File: config.mk
export PLATFORM = sky130hd
export DESIGN_NAME = fetch_stage
export DESIGN_NICKNAME = d
export VERILOG_FILES = /design/src/rtl/fetch_stage_pkg.sv /design/src/rtl/fetch_fifo.sv /design/src/rtl/fetch_stage.sv
export SDC_FILE = /design/constraint.sdc
export NUM_CORES = 1
export LEC_CHECK = 0
export CORE_ASPECT_RATIO = 0.8
export CORE_UTILIZATION = 40
export CTS_CLUSTER_SIZE = 20
export DETAILED_ROUTE_END_ITERATION = 8
export DONT_BUFFER_PORTS = 1
export GPL_ROUTABILITY_DRIVEN = 0
export REMOVE_ABC_BUFFERS = 1
export SETUP_SLACK_MARGIN = 0.2
export SLEW_MARGIN = 5
export SYNTH_ARGS = -nofsm -noshare
export SYNTH_HDL_FRONTEND = slang
export SYNTH_SLANG_ARGS = --single-unit
File: constraint.sdc
create_clock -name clock -period 11.45 [get_ports clock]
set_input_delay 0 -clock clock [delete_from_list [all_inputs] [get_ports clock]]
set_output_delay 0 -clock clock [all_outputs]
set_load 0.03 [all_outputs]
File: src/rtl/fetch_stage_pkg.sv
// Shared definitions for the instruction-fetch stage.
//   XLEN      : default data/address width
//   NOP_INST  : instruction presented on IF/ID when it holds nothing live (addi x0,x0,0)
//   RESET_PC  : default first fetch address after reset
//   ifid_t    : IF/ID bundle {valid, pc, inst} as seen by decode
package fetch_stage_pkg;

   localparam int unsigned XLEN = 32;
   localparam logic [31:0] NOP_INST = 32'h0000_0013;
   localparam logic [XLEN-1:0] RESET_PC = '0;

   typedef struct packed {
      logic            valid;
      logic [XLEN-1:0] pc;
      logic [31:0]     inst;
   } ifid_t;

endpackage

File: src/rtl/fetch_fifo.sv
// Small synchronous FIFO used twice by the fetch stage: as the response buffer ({pc,inst})
// and as the pc-tag queue of outstanding requests (pc only).
//   clock, reset : rising-edge clock, synchronous active-high reset
//   flush        : empties the FIFO (takes priority over push/pop)
//   push, wdata  : write one entry (caller guarantees not full)
//   pop          : drop the head entry (caller guarantees not empty)
//   rdata        : head entry, valid whenever count != 0
//   count        : number of stored entries, 0..DEPTH
module fetch_fifo #(
   parameter int unsigned DEPTH = 2,
   parameter int unsigned WIDTH = 64,
   localparam int unsigned CW   = $clog2(DEPTH + 1)
) (
   input  logic             clock,
   input  logic             reset,
   input  logic             flush,
   input  logic             push,
   input  logic [WIDTH-1:0] wdata,
   input  logic             pop,
   output logic [WIDTH-1:0] rdata,
   output logic [CW-1:0]    count
);

   localparam int unsigned PW = (DEPTH > 1) ? $clog2(DEPTH) : 1;

   logic [WIDTH-1:0] mem_q [DEPTH];
   logic [PW-1:0]    rd_q, wr_q;
   logic [CW-1:0]    count_q;

   // Pointers wrap explicitly so non-power-of-two depths work.
   function automatic logic [PW-1:0] ptr_inc(input logic [PW-1:0] p);
      return (p == PW'(DEPTH - 1)) ? '0 : p + PW'(1);
   endfunction

   always_ff @(posedge clock) begin
      if (reset || flush) begin
         rd_q    <= '0;
         wr_q    <= '0;
         count_q <= '0;
      end else begin
         if (push) wr_q <= ptr_inc(wr_q);
         if (pop)  rd_q <= ptr_inc(rd_q);
         count_q <= count_q + CW'(push) - CW'(pop);
      end
   end

   always_ff @(posedge clock) begin
      if (push && !flush) mem_q[wr_q] <= wdata;
   end

   assign rdata = mem_q[rd_q];
   assign count = count_q;

endmodule

File: src/rtl/fetch_stage.sv
// Instruction-fetch stage: owns the PC, issues in-order requests to instruction memory,
// buffers returned instructions so a decode stall never loses one, and handles EX redirects
// by killing in-flight fetches and restarting at the target.
//   clock, reset        : rising-edge clock, synchronous active-high reset
//   io_imem_req_*       : fetch request channel (valid/ready, addr = PC)
//   io_imem_resp_*      : in-order instruction returns, >=1 cycle after accept
//   io_stall            : decode hazard, hold IF/ID
//   io_redirect_*       : taken branch/jump target from EX (wins over stall)
//   io_id_*             : IF/ID register presented to decode
module fetch_stage #(
   parameter int unsigned      XLEN     = fetch_stage_pkg::XLEN,
   parameter logic [XLEN-1:0]  RESET_PC = fetch_stage_pkg::RESET_PC,
   parameter int unsigned      DEPTH    = 2
) (
   input  logic            clock,
   input  logic            reset,
   output logic            io_imem_req_valid,
   input  logic            io_imem_req_ready,
   output logic [XLEN-1:0] io_imem_req_addr,
   input  logic            io_imem_resp_valid,
   input  logic [31:0]     io_imem_resp_inst,
   input  logic            io_stall,
   input  logic            io_redirect_valid,
   input  logic [XLEN-1:0] io_redirect_pc,
   output logic            io_id_valid,
   output logic [XLEN-1:0] io_id_pc,
   output logic [31:0]     io_id_inst
);

   import fetch_stage_pkg::*;

   localparam int unsigned CW = $clog2(DEPTH + 1);
   localparam int unsigned SW = CW + 1;

   logic [XLEN-1:0] pc_q, pc_d;
   logic [CW-1:0]   drop_q, drop_d;
   logic            id_valid_q, id_valid_d;
   logic [XLEN-1:0] id_pc_q, id_pc_d;
   logic [31:0]     id_inst_q, id_inst_d;

   logic [CW-1:0]   inflight, tag_count, buf_count;
   logic [XLEN-1:0] tag_pc, buf_pc;
   logic [31:0]     buf_inst;
   logic            credit_ok, accept, resp_drop, resp_live;
   logic            buf_nonempty, bypass, buf_push, buf_pop;

   // Every outstanding request either still owns a pc tag or is counted as to-be-dropped,
   // so the in-flight count is exactly the sum of the two.
   assign inflight     = tag_count + drop_q;
   assign buf_nonempty = (buf_count != '0);
   assign credit_ok    = ({1'b0, inflight} + {1'b0, buf_count}) < SW'(DEPTH);

   assign io_imem_req_valid = !reset && !io_redirect_valid && credit_ok;
   assign io_imem_req_addr  = pc_q;
   assign accept            = io_imem_req_valid && io_imem_req_ready;

   assign resp_drop = io_imem_resp_valid && (drop_q != '0);
   assign resp_live = io_imem_resp_valid && (drop_q == '0);

   // Buffered instructions are older than the live response, so they go first.
   assign buf_pop  = !io_redirect_valid && !io_stall && buf_nonempty;
   assign bypass   = !io_redirect_valid && !io_stall && !buf_nonempty && resp_live;
   assign buf_push = !io_redirect_valid && resp_live && !bypass;

   fetch_fifo #(
      .DEPTH (DEPTH),
      .WIDTH (XLEN)
   ) u_tag_q (
      .clock (clock),
      .reset (reset),
      .flush (io_redirect_valid),
      .push  (accept),
      .wdata (pc_q),
      .pop   (resp_live),
      .rdata (tag_pc),
      .count (tag_count)
   );

   fetch_fifo #(
      .DEPTH (DEPTH),
      .WIDTH (XLEN + 32)
   ) u_buf_q (
      .clock (clock),
      .reset (reset),
      .flush (io_redirect_valid),
      .push  (buf_push),
      .wdata ({tag_pc, io_imem_resp_inst}),
      .pop   (buf_pop),
      .rdata ({buf_pc, buf_inst}),
      .count (buf_count)
   );

   always_comb begin
      pc_d       = pc_q;
      drop_d     = drop_q;
      id_valid_d = id_valid_q;
      id_pc_d    = id_pc_q;
      id_inst_d  = id_inst_q;

      if (io_redirect_valid) begin
         pc_d       = io_redirect_pc & ~XLEN'(3);
         // Tags are flushed, so everything still outstanding after this cycle must be dropped.
         drop_d     = inflight - CW'(io_imem_resp_valid);
         id_valid_d = 1'b0;
         id_inst_d  = NOP_INST;
      end else begin
         if (accept)    pc_d   = pc_q + XLEN'(4);
         if (resp_drop) drop_d = drop_q - CW'(1);
         if (!io_stall) begin
            if (buf_nonempty) begin
               id_valid_d = 1'b1;
               id_pc_d    = buf_pc;
               id_inst_d  = buf_inst;
            end else if (resp_live) begin
               id_valid_d = 1'b1;
               id_pc_d    = tag_pc;
               id_inst_d  = io_imem_resp_inst;
            end else begin
               id_valid_d = 1'b0;
               id_inst_d  = NOP_INST;
            end
         end
      end
   end

   always_ff @(posedge clock) begin
      if (reset) begin
         pc_q       <= RESET_PC;
         drop_q     <= '0;
         id_valid_q <= 1'b0;
         id_pc_q    <= '0;
         id_inst_q  <= NOP_INST;
      end else begin
         pc_q       <= pc_d;
         drop_q     <= drop_d;
         id_valid_q <= id_valid_d;
         id_pc_q    <= id_pc_d;
         id_inst_q  <= id_inst_d;
      end
   end

   assign io_id_valid = id_valid_q;
   assign io_id_pc    = id_pc_q;
   assign io_id_inst  = id_inst_q;

endmodule
## After elaboration in Yosys (flattened, before gate mapping)

Memories as Yosys holds them, arrays and structs flattened. A register that Yosys moved wholly into a read port is not among the register bits.
Cells that the tools add are included.

| storage, ports and cells | value |
|---|---|
| flip-flop bits (word level) | 107 |
| RAM bits | 192 |
| bits of input ports | 70 |
| output and inout port bits | 98 |
| logic and storage cells | 79 |
| memories | 2 |

Memories:

| memory | words | width | read ports | clocked after Yosys merged registers in | wr ports | RTL line | source |
|---|---|---|---|---|---|---|---|
| u_buf_q.mem_q | 2 | 64 | 1 | 1 | 1 | fetch_fifo.sv:26 | `logic [WIDTH-1:0] mem_q [DEPTH];` |
| u_tag_q.mem_q | 2 | 32 | 1 | 1 | 1 | fetch_fifo.sv:26 |  |

| cells by class | value |
|---|---|
| add/sub/neg operators | 13 |
| order comparisons | 1 |
| multiplexer cells | 22 |
| bitwise gates (word level) | 2 |
| reduce and logical (&&, ||, !) cells | 27 |

Operators by type and width:

| operator | number |
|---|---|
| $mux 32 | 6 |
| $add 32x3->32 const B | 1 |
| $mux 1 | 14 |
| $logic_and 1x1->1 | 13 |
| $reduce_bool 2->1 | 5 |
| $sub 2x1->2 | 3 |
| $logic_not 1->1 | 5 |
| $add 1x1->1 const B | 4 |
| $add 2x1->2 | 2 |
| $mux 2 | 2 |
| $add 2x2->3 | 1 |
| $lt 3x2->1 const B | 1 |
| $reduce_and 3->1 | 1 |
| $add 2x2->2 | 1 |
| $logic_not 2->1 | 1 |
| $not 1->1 | 2 |
| $reduce_or 2->1 | 1 |
| $sub 2x1->2 const B | 1 |
| $logic_or 1x1->1 | 1 |

## Depth between registers and ports, before layout

Gate-level depths: netlist of the first run.

| depth | value |
|---|---|
| depth after elaboration | 9 |
| gate-level depth with buffers | 12 |
| mapped depth without buffers | 11 |

## Cells and area by module

A second synthesis of the first run with hierarchy kept.

| unflattened totals | value |
|---|---|
| cells, all modules | 947 |
| area total of the unflattened synthesis | 12729.7 sq um |

Modules (own cells, without submodules):

| module | times used | cells an instance | area an instance (sq um) |
|---|---|---|---|
| fetch_fifo (u_buf_q) | 1 | 218 | 5137.4 |
| fetch_stage | 1 | 610 | 4909.7 |
| fetch_fifo (u_tag_q) | 1 | 119 | 2682.6 |

## Least setup slack after synthesis of the first run

OpenSTA, ideal clock, no wires.

| path | value |
|---|---|
| path type | reg-to-reg |
| from | reg drop_q[1] |
| to | mem u_buf_q.mem_q[0][0] (enable) |
| library setup time | 0.635 ns |
| arrival time | 6.680 ns |
| path slack | 4.135 ns |
| stages on the path, launching flop included | 5 |
| buffers on the path | 0 |
| period minus slack after synthesis | 7.315 ns |
| path through | dfxtp_1 > inv_1 > ha_1 > nand2_1 > nor4_1 |

| between the ends | value |
|---|---|
| cells in the longest elaborated chain, start to end | 8 |
| elaborated cells between the ends (all ways) | 9 |
| those cells by class | 2 x mux; 7 x reduce/logical |

RTL lines:

| item | RTL line | source |
|---|---|---|
| from (decl) | fetch_stage.sv:36 | `logic [CW-1:0] drop_q, drop_d;` |
| from (signal assigned) | fetch_stage.sv:135 | `drop_q <= drop_d;` |
| $logic_not 2->1 * | fetch_stage.sv:58 | `assign resp_live = io_imem_resp_valid && (drop_q == '0);` |
| $logic_and 1x1->1 * | fetch_stage.sv:58 |  |
| $logic_and 1x1->1 | fetch_stage.sv:62 | `assign bypass = !io_redirect_valid && !io_stall && !buf_nonempty && resp_live;` |
| $logic_not 1->1 | fetch_stage.sv:63 | `assign buf_push = !io_redirect_valid && resp_live && !bypass;` |
| $logic_and 1x1->1 * | fetch_stage.sv:63 |  |
| $logic_and 1x1->1 * | fetch_fifo.sv:48 | `if (push && !flush) mem_q[wr_q] <= wdata;` |
| $mux 1 * | fetch_fifo.sv:48 |  |
| $mux 1 (implied by the code) * | fetch_fifo.sv:48 |  |
| to (decl) | fetch_fifo.sv:26 |  |

Mark *: on every way between the ends. The rest lies on a longest branch, timed or not.

## Worst setup path after layout of the first run

| path | value |
|---|---|
| from | reg drop_q[0] |
| to | mem u_tag_q.mem_q[0][12] (netlist name) (enable) |

| between the ends | value |
|---|---|
| cells in the longest elaborated chain, start to end | 8 |

RTL lines:

| item | RTL line | source |
|---|---|---|
| $add 2x2->2 | fetch_stage.sv:49 | `assign inflight = tag_count + drop_q;` |
| $add 2x2->3 | fetch_stage.sv:51 | `assign credit_ok = ({1'b0, inflight} + {1'b0, buf_count}) < SW'(DEPTH);` |
| $lt 3x2->1 | fetch_stage.sv:51 |  |
| $logic_and 1x1->1 | fetch_stage.sv:53 | `assign io_imem_req_valid = !reset && !io_redirect_valid && credit_ok;` |
| $logic_and 1x1->1 | fetch_stage.sv:55 | `assign accept = io_imem_req_valid && io_imem_req_ready;` |
| $logic_and 1x1->1 | fetch_fifo.sv:48 |  |
| $mux 1 | fetch_fifo.sv:48 |  |
| $mux 1 (implied by the code) | fetch_fifo.sv:48 |  |
| to (decl) | fetch_fifo.sv:26 |  |

No other way between the ends.

==> impl_metrics.ini, run 1 <==
[outcome]
status = finished clean

[detailed_routing]
first_pass_iters = 6
drc = 0
drt-total-wl_mm = 28.4
drt-initial-drc-count = 586
ant_nets = 0
via_per_inst = 5.58
vias = 7605
wl_per_cell_um = 20.8

[setup_path]
required_ns = 11.66
cp_cell_sequence = ha_1 -> xnor2_1 -> xnor2_1 -> fa_1 -> and3_1 -> nand2_1 -> nor2_2 -> buf_4
critPathLaunchType = flop
criticalPathCategory = reg2reg
slowest_delay_ns = 0.63
timing.rr.start = drop_q[0]
worstPathArrival_ns = 3.93
worstPathMaxFanout = 19
crit_start = drop_q[0]
cp_slowest_cell = fa_1
critical_path.top_delay_family = simple AND/OR/NAND/NOR gates
critPathMostFrequentCell = xnor2_1
critPathBufInv = 1
crit_path_end_kind = flop

[power_and_ir_drop]
cellLeakagePower_nw = 4.47
irDropWorstVdd_uv = 104
p_per_area_mw_per_mm2 = 171

[logic_synthesis]
synth_fa_ha_area_frac = 0.0104
seq_area_frac_synth = 0.659
synth_compound_area_frac = 0.0986
muxShareOfSynthArea = 0.0861
synth_ff_type = edfxtp_1
async_flop_share = 0
synthCells = 898
syn_area_per_cell_um2 = 12.9
synthSimpleGateAreaFrac = 0.101
yosys_register_bits = 289
netlist_area_mm2 = 0.0116
synth-edff-count = 184
synth_top_family_by_area = simple AND/OR/NAND/NOR gates
ys_types = 46
synthXorXnorAreaFrac = 0.0174
yosysWarnings = 0

[place]
port_buffers = 0
dp.cells = 1220
hpwl_mm = 17.3

[cts]
cts-resized-gates = 0
tritoncts = built
worstSkewPairLatency_ns = 0.55
cts_buffers = 30
clock_path_buffers = 3
htreeDepth = 1
path_clk_slew_ns = 0.06
cts_root_buf = clkbuf_16
cts_sinks = 289

[global_route]
overflow = 0
grtUsageTotal = 0.190
grt_pass1_wl_mm = 43.3
grt_pass1_vias = 7498
antenna_found_initial = 4
grt_max_degree = 64

[timing]
setup_tns_ns = 0
drv_slew = 0
maxClockFrequency_mhz = 269
relSlewSlack = 0.258
finalHoldViolCount = 0
period_needed_ns = 3.71
final.setup_skew_ns = 0.0107
post-route-period-util = 0.324
setup_violations = 0
tightest_slew_ns = 1.11
rsz0062_at_grt = false

[floorplanning]
core-area_mm2 = 0.0284
start_util = 0.409
io_pins = 168
die_w_um = 192
dieHeight_um = 154
std_cell_rows = 55
dieArea_mm2 = 0.0296

[worst_hold_path]
holdCritStartpoint = io_imem_req_ready
hp-class = in2reg

[layout]
syn_to_final_growth_pct = 19.7
final_common_cell = edfxtp_1
drive_gt1_frac = 0.133
fin_cells = 1363
final_nets = 1047
layout_common_cells = 184 x edfxtp_1, 104 x dfxtp_1, 86 x nand2_1

[flow_run]
cap_violations = 0
## cell usage after synthesis, types with 16 or more instances
cell type / n / area share
nand4_1: 17 / 0.0092
mux2_2: 61 / 0.059
clkbuf_1: 49 / 0.016
nand3_1: 18 / 0.0078
o211ai_1: 33 / 0.021
nand2_1: 86 / 0.028
dfxtp_1: 105 / 0.18
xnor2_1: 16 / 0.012
mux2i_1: 31 / 0.027
a222oi_1: 28 / 0.024
nor2_1: 68 / 0.022
inv_1: 17 / 0.0055
edfxtp_1: 184 / 0.48
a21oi_1: 39 / 0.017
## worst min-delay path, cell delays in order
cell and delay, ns:
nand3_4 0.16, nor4_1 0.13, xnor2_1 0.15, a211oi_1 0.06
## stage by stage
step	setup WS [ns]	util	hold slack, ns	power [W]	instance area, µm²
finish	7.74	0.489	0.0199	0.00237	13900
global route	7.46	0.489	0.0859	0.00246	13900
CTS	7.72	0.489	0.00961	0.00240	13900
detailed placement	7.75	0.421	0.0767	0.00136	11900
global placement	7.81	0.421	0.0755	0.00136	11900
floorplan	4.13	-	0.0691	0.00131	11300
## report_power, final
part	switching, W	internal (W)
clock	0.000391	0.000609
sequential	0.0000625	0.00114
combinational	0.0000963	0.0000715
total	0.000550	0.00182
## state kept, by name (all words and copies together) (netlist names), named ones only
| signal | count |
|---|---|
| drop_q | 2 |
| io_id_inst | 32 |
| io_id_pc | 30 |
| io_id_valid | 1 |
| io_imem_req_addr | 30 |
| u_buf_q.count | 2 |
| u_buf_q.mem_q | 124 |
| u_buf_q.rd_q | 1 |
| u_buf_q.wr_q | 1 |
| u_tag_q.count | 2 |
| u_tag_q.mem_q | 60 |
| u_tag_q.rd_q | 1 |
| u_tag_q.wr_q | 1 |
## kinds of logic after synthesis
family,count (synthesis)
AO/OA/AOI/OAI,155
XOR/XNOR,23
adder cells (fa/ha/maj),9
buffers and inverters,81
flip-flops,289
multiplexers,92
other,1
AND/OR/NAND/NOR,248
## repair_timing
item / in CTS / in global routing
hold buffers: 86 / 0
setup buffers: 0 / 0
endpoints found under the hold margin: 182 / 0
endpoints found under the setup margin: 0 / 0
## cell type report
type                       instances  area, µm²
clock buffer                      40        851
multi-input combinational        531       3680
timing repair buffer              99        996
clock inverter                    15        173
inverter                          17       63.8
tap                              370        463
antenna                            2       5.00
fill                            2509      14500
sequential                       289       7630
## final timing paths
check	to	slack [ns]	depth (start not counted)
setup / recovery	u_tag_q.mem_q[0][12]	7.74	8
hold reg to reg	flop	0.52	2
hold / removal	io_imem_req_addr[12]	0.02	4
setup reg to reg	u_tag_q.mem_q[0][12]	7.74	8
## per-layer routing
metal	track usage	vias to the layer above	routed length, µm
met5	0	-	17
met4	0.0424	2	429
met3	0.0567	33	2570
met2	0.298	241	12900
met1	0.259	3766	12500
li1	-	3563	-
No activity file was read; power rests on OpenSTA's default activity.
==> inputs of run 2 (changes only) <==
- clock period: 11.45 -> 3.22 ns (I/O delays scaled with it)
==> impl_metrics.ini, run 2 (synthesis gave the netlist of run 1 again) <==
[outcome]
status = finished clean

[power_and_ir_drop]
cellLeakagePower_nw = 4.53
p_per_area_mw_per_mm2 = 579
irDropWorstVdd_uv = 370

[layout]
largest_register_ffs = 124
layout_common_cells = 184 x edfxtp_1, 104 x dfxtp_1, 86 x nand2_1
drive_gt1_frac = 0.159
fillers = 2548
final_nets = 1069
syn_to_final_growth_pct = 20.6
final_common_cell = edfxtp_1
multiInputGateArea_mm2 = 0.00369
top_register = u_buf_q.mem_q
final-seq-area_mm2 = 0.00763

[setup_path]
r2r_end = io_imem_req_addr[17]
worstPathMaxFanout = 10
criticalPathCategory = reg2reg
timing.rr.start = drop_q[0]
worstSetupEndpoint = io_imem_req_addr[17]
crit_path_end_kind = flop
crit_start = drop_q[0]
reg2reg_slack_ns = 0.32
reg2regPathDepth = 8
required_ns = 3.66
worstPathArrival_ns = 3.34
critPathLaunchType = flop

[floorplanning]
start_util = 0.409
io_pins = 168
dieHeight_um = 154
dieArea_mm2 = 0.0296
std_cell_rows = 55
core-area_mm2 = 0.0284
die_w_um = 192

[timing]
postLayoutSetupSlackWorst_ns = 0.321
timing.hold.ws_ns = 0.0164
rsz0062_at_grt = false
period_needed_ns = 2.90
tightest_slew_ns = 0.903
maxClockFrequency_mhz = 345
post-route-period-util = 0.900
setup_violations = 0
relSlewSlack = 0.398
finalHoldViolCount = 0
drv_slew = 0
final.setup_skew_ns = 0.00882

[detailed_routing]
via_per_inst = 5.52
vias = 7648
ant_nets = 0
wl_per_cell_um = 20.8
drt-initial-drc-count = 763
first_pass_iters = 6
drt-total-wl_mm = 28.8
drc = 0

[worst_hold_path]
hp-class = in2reg
hold_depth = 5

[cts]
path_clk_slew_ns = 0.06
htreeDepth = 1
cts_root_buf = clkbuf_16
post_cts_buffers = 0
tritoncts = built
clock_path_buffers = 3
cts_buffers = 28
cts_sinks = 289
worstSkewPairLatency_ns = 0.53

[global_route]
grt_pass1_vias = 7446
grt_pass1_wl_mm = 44.4
grtUsageTotal = 0.195
antenna_found_initial = 2
grt_max_degree = 64
overflow = 0

[flow_run]
cap_violations = 0

[place]
port_buffers = 0
hpwl_mm = 18.2
place_ws_ns = 0.152
## run 2: worst min path at each step
stage                  start                to  slack [ns]
detailed placement     reset      io_id_pc[30]        0.08
CTS                 io_stall  u_buf_q.count[1]       0.003
global placement       reset      io_id_pc[26]        0.08
finish              io_stall  u_buf_q.count[1]        0.02
global route        io_stall  u_buf_q.count[1]        0.05
floorplan              reset      io_id_pc[10]        0.07
## run 2: through the flow
step / setup TNS [ns] / power (W) / cell area (µm²) / std cells / utilization
4_1_cts: 0 / 0.00817 / 13900 / 1382 / 0.492
2_1_floorplan: -269.21 / 0.00467 / 11300 / 837 / -
5_1_grt: 0 / 0.00840 / 14000 / 1382 / 0.492
3_5_place_dp: 0 / 0.00487 / 12200 / 1252 / 0.432
3_3_place_gp: 0 / 0.00486 / 12200 / 1252 / 0.432
6_report: 0 / 0.00809 / 14000 / 1385 / 0.493
## run 2: what timing repair did
action / CTS / global route
gates resized for setup: 1 / 6
setup endpoints to repair: 3 / 8
endpoints found under the hold margin: 225 / 28
hold buffers: 78 / 1
pin swaps: 0 / 2
## run 2: cell type report
class,instances,area share
Tap cell,370,0.0331
Timing Repair Buffer,123,0.0880
Sequential cell,289,0.546
Antenna cell,3,0.000537
Inverter,17,0.00457
Clock inverter,6,0.00376
Multi-Input combinational cell,531,0.264
Clock buffer,46,0.0594
## run 2: routing by layer
layer | GRT usage | routed length [µm] | up-vias
li1 | - | - | 3604
met1 | 0.278 | 12800 | 3755
met2 | 0.303 | 13300 | 255
met3 | 0.0431 | 2260 | 34
met4 | 0.0416 | 461 | 0
met5 | 0 | 0 | -
## run 2: report_power, final
part | switching [W] | leakage (nW) | internal, W
registers | 0.000150 | 2.53 | 0.00407
clock network | 0.00133 | 0.431 | 0.00183
logic | 0.000426 | 1.56 | 0.000287
## run 2: worst max-delay path: stages, from the launching register on
cell and delay [ns]:
dfxtp_1 0.33, ha_1 0.21, xnor2_1 0.14, xnor2_1 0.17, fa_2 0.59, nand3_4 0.09, or4_4 0.59, or4_1 0.43
a311oi_1 0.25
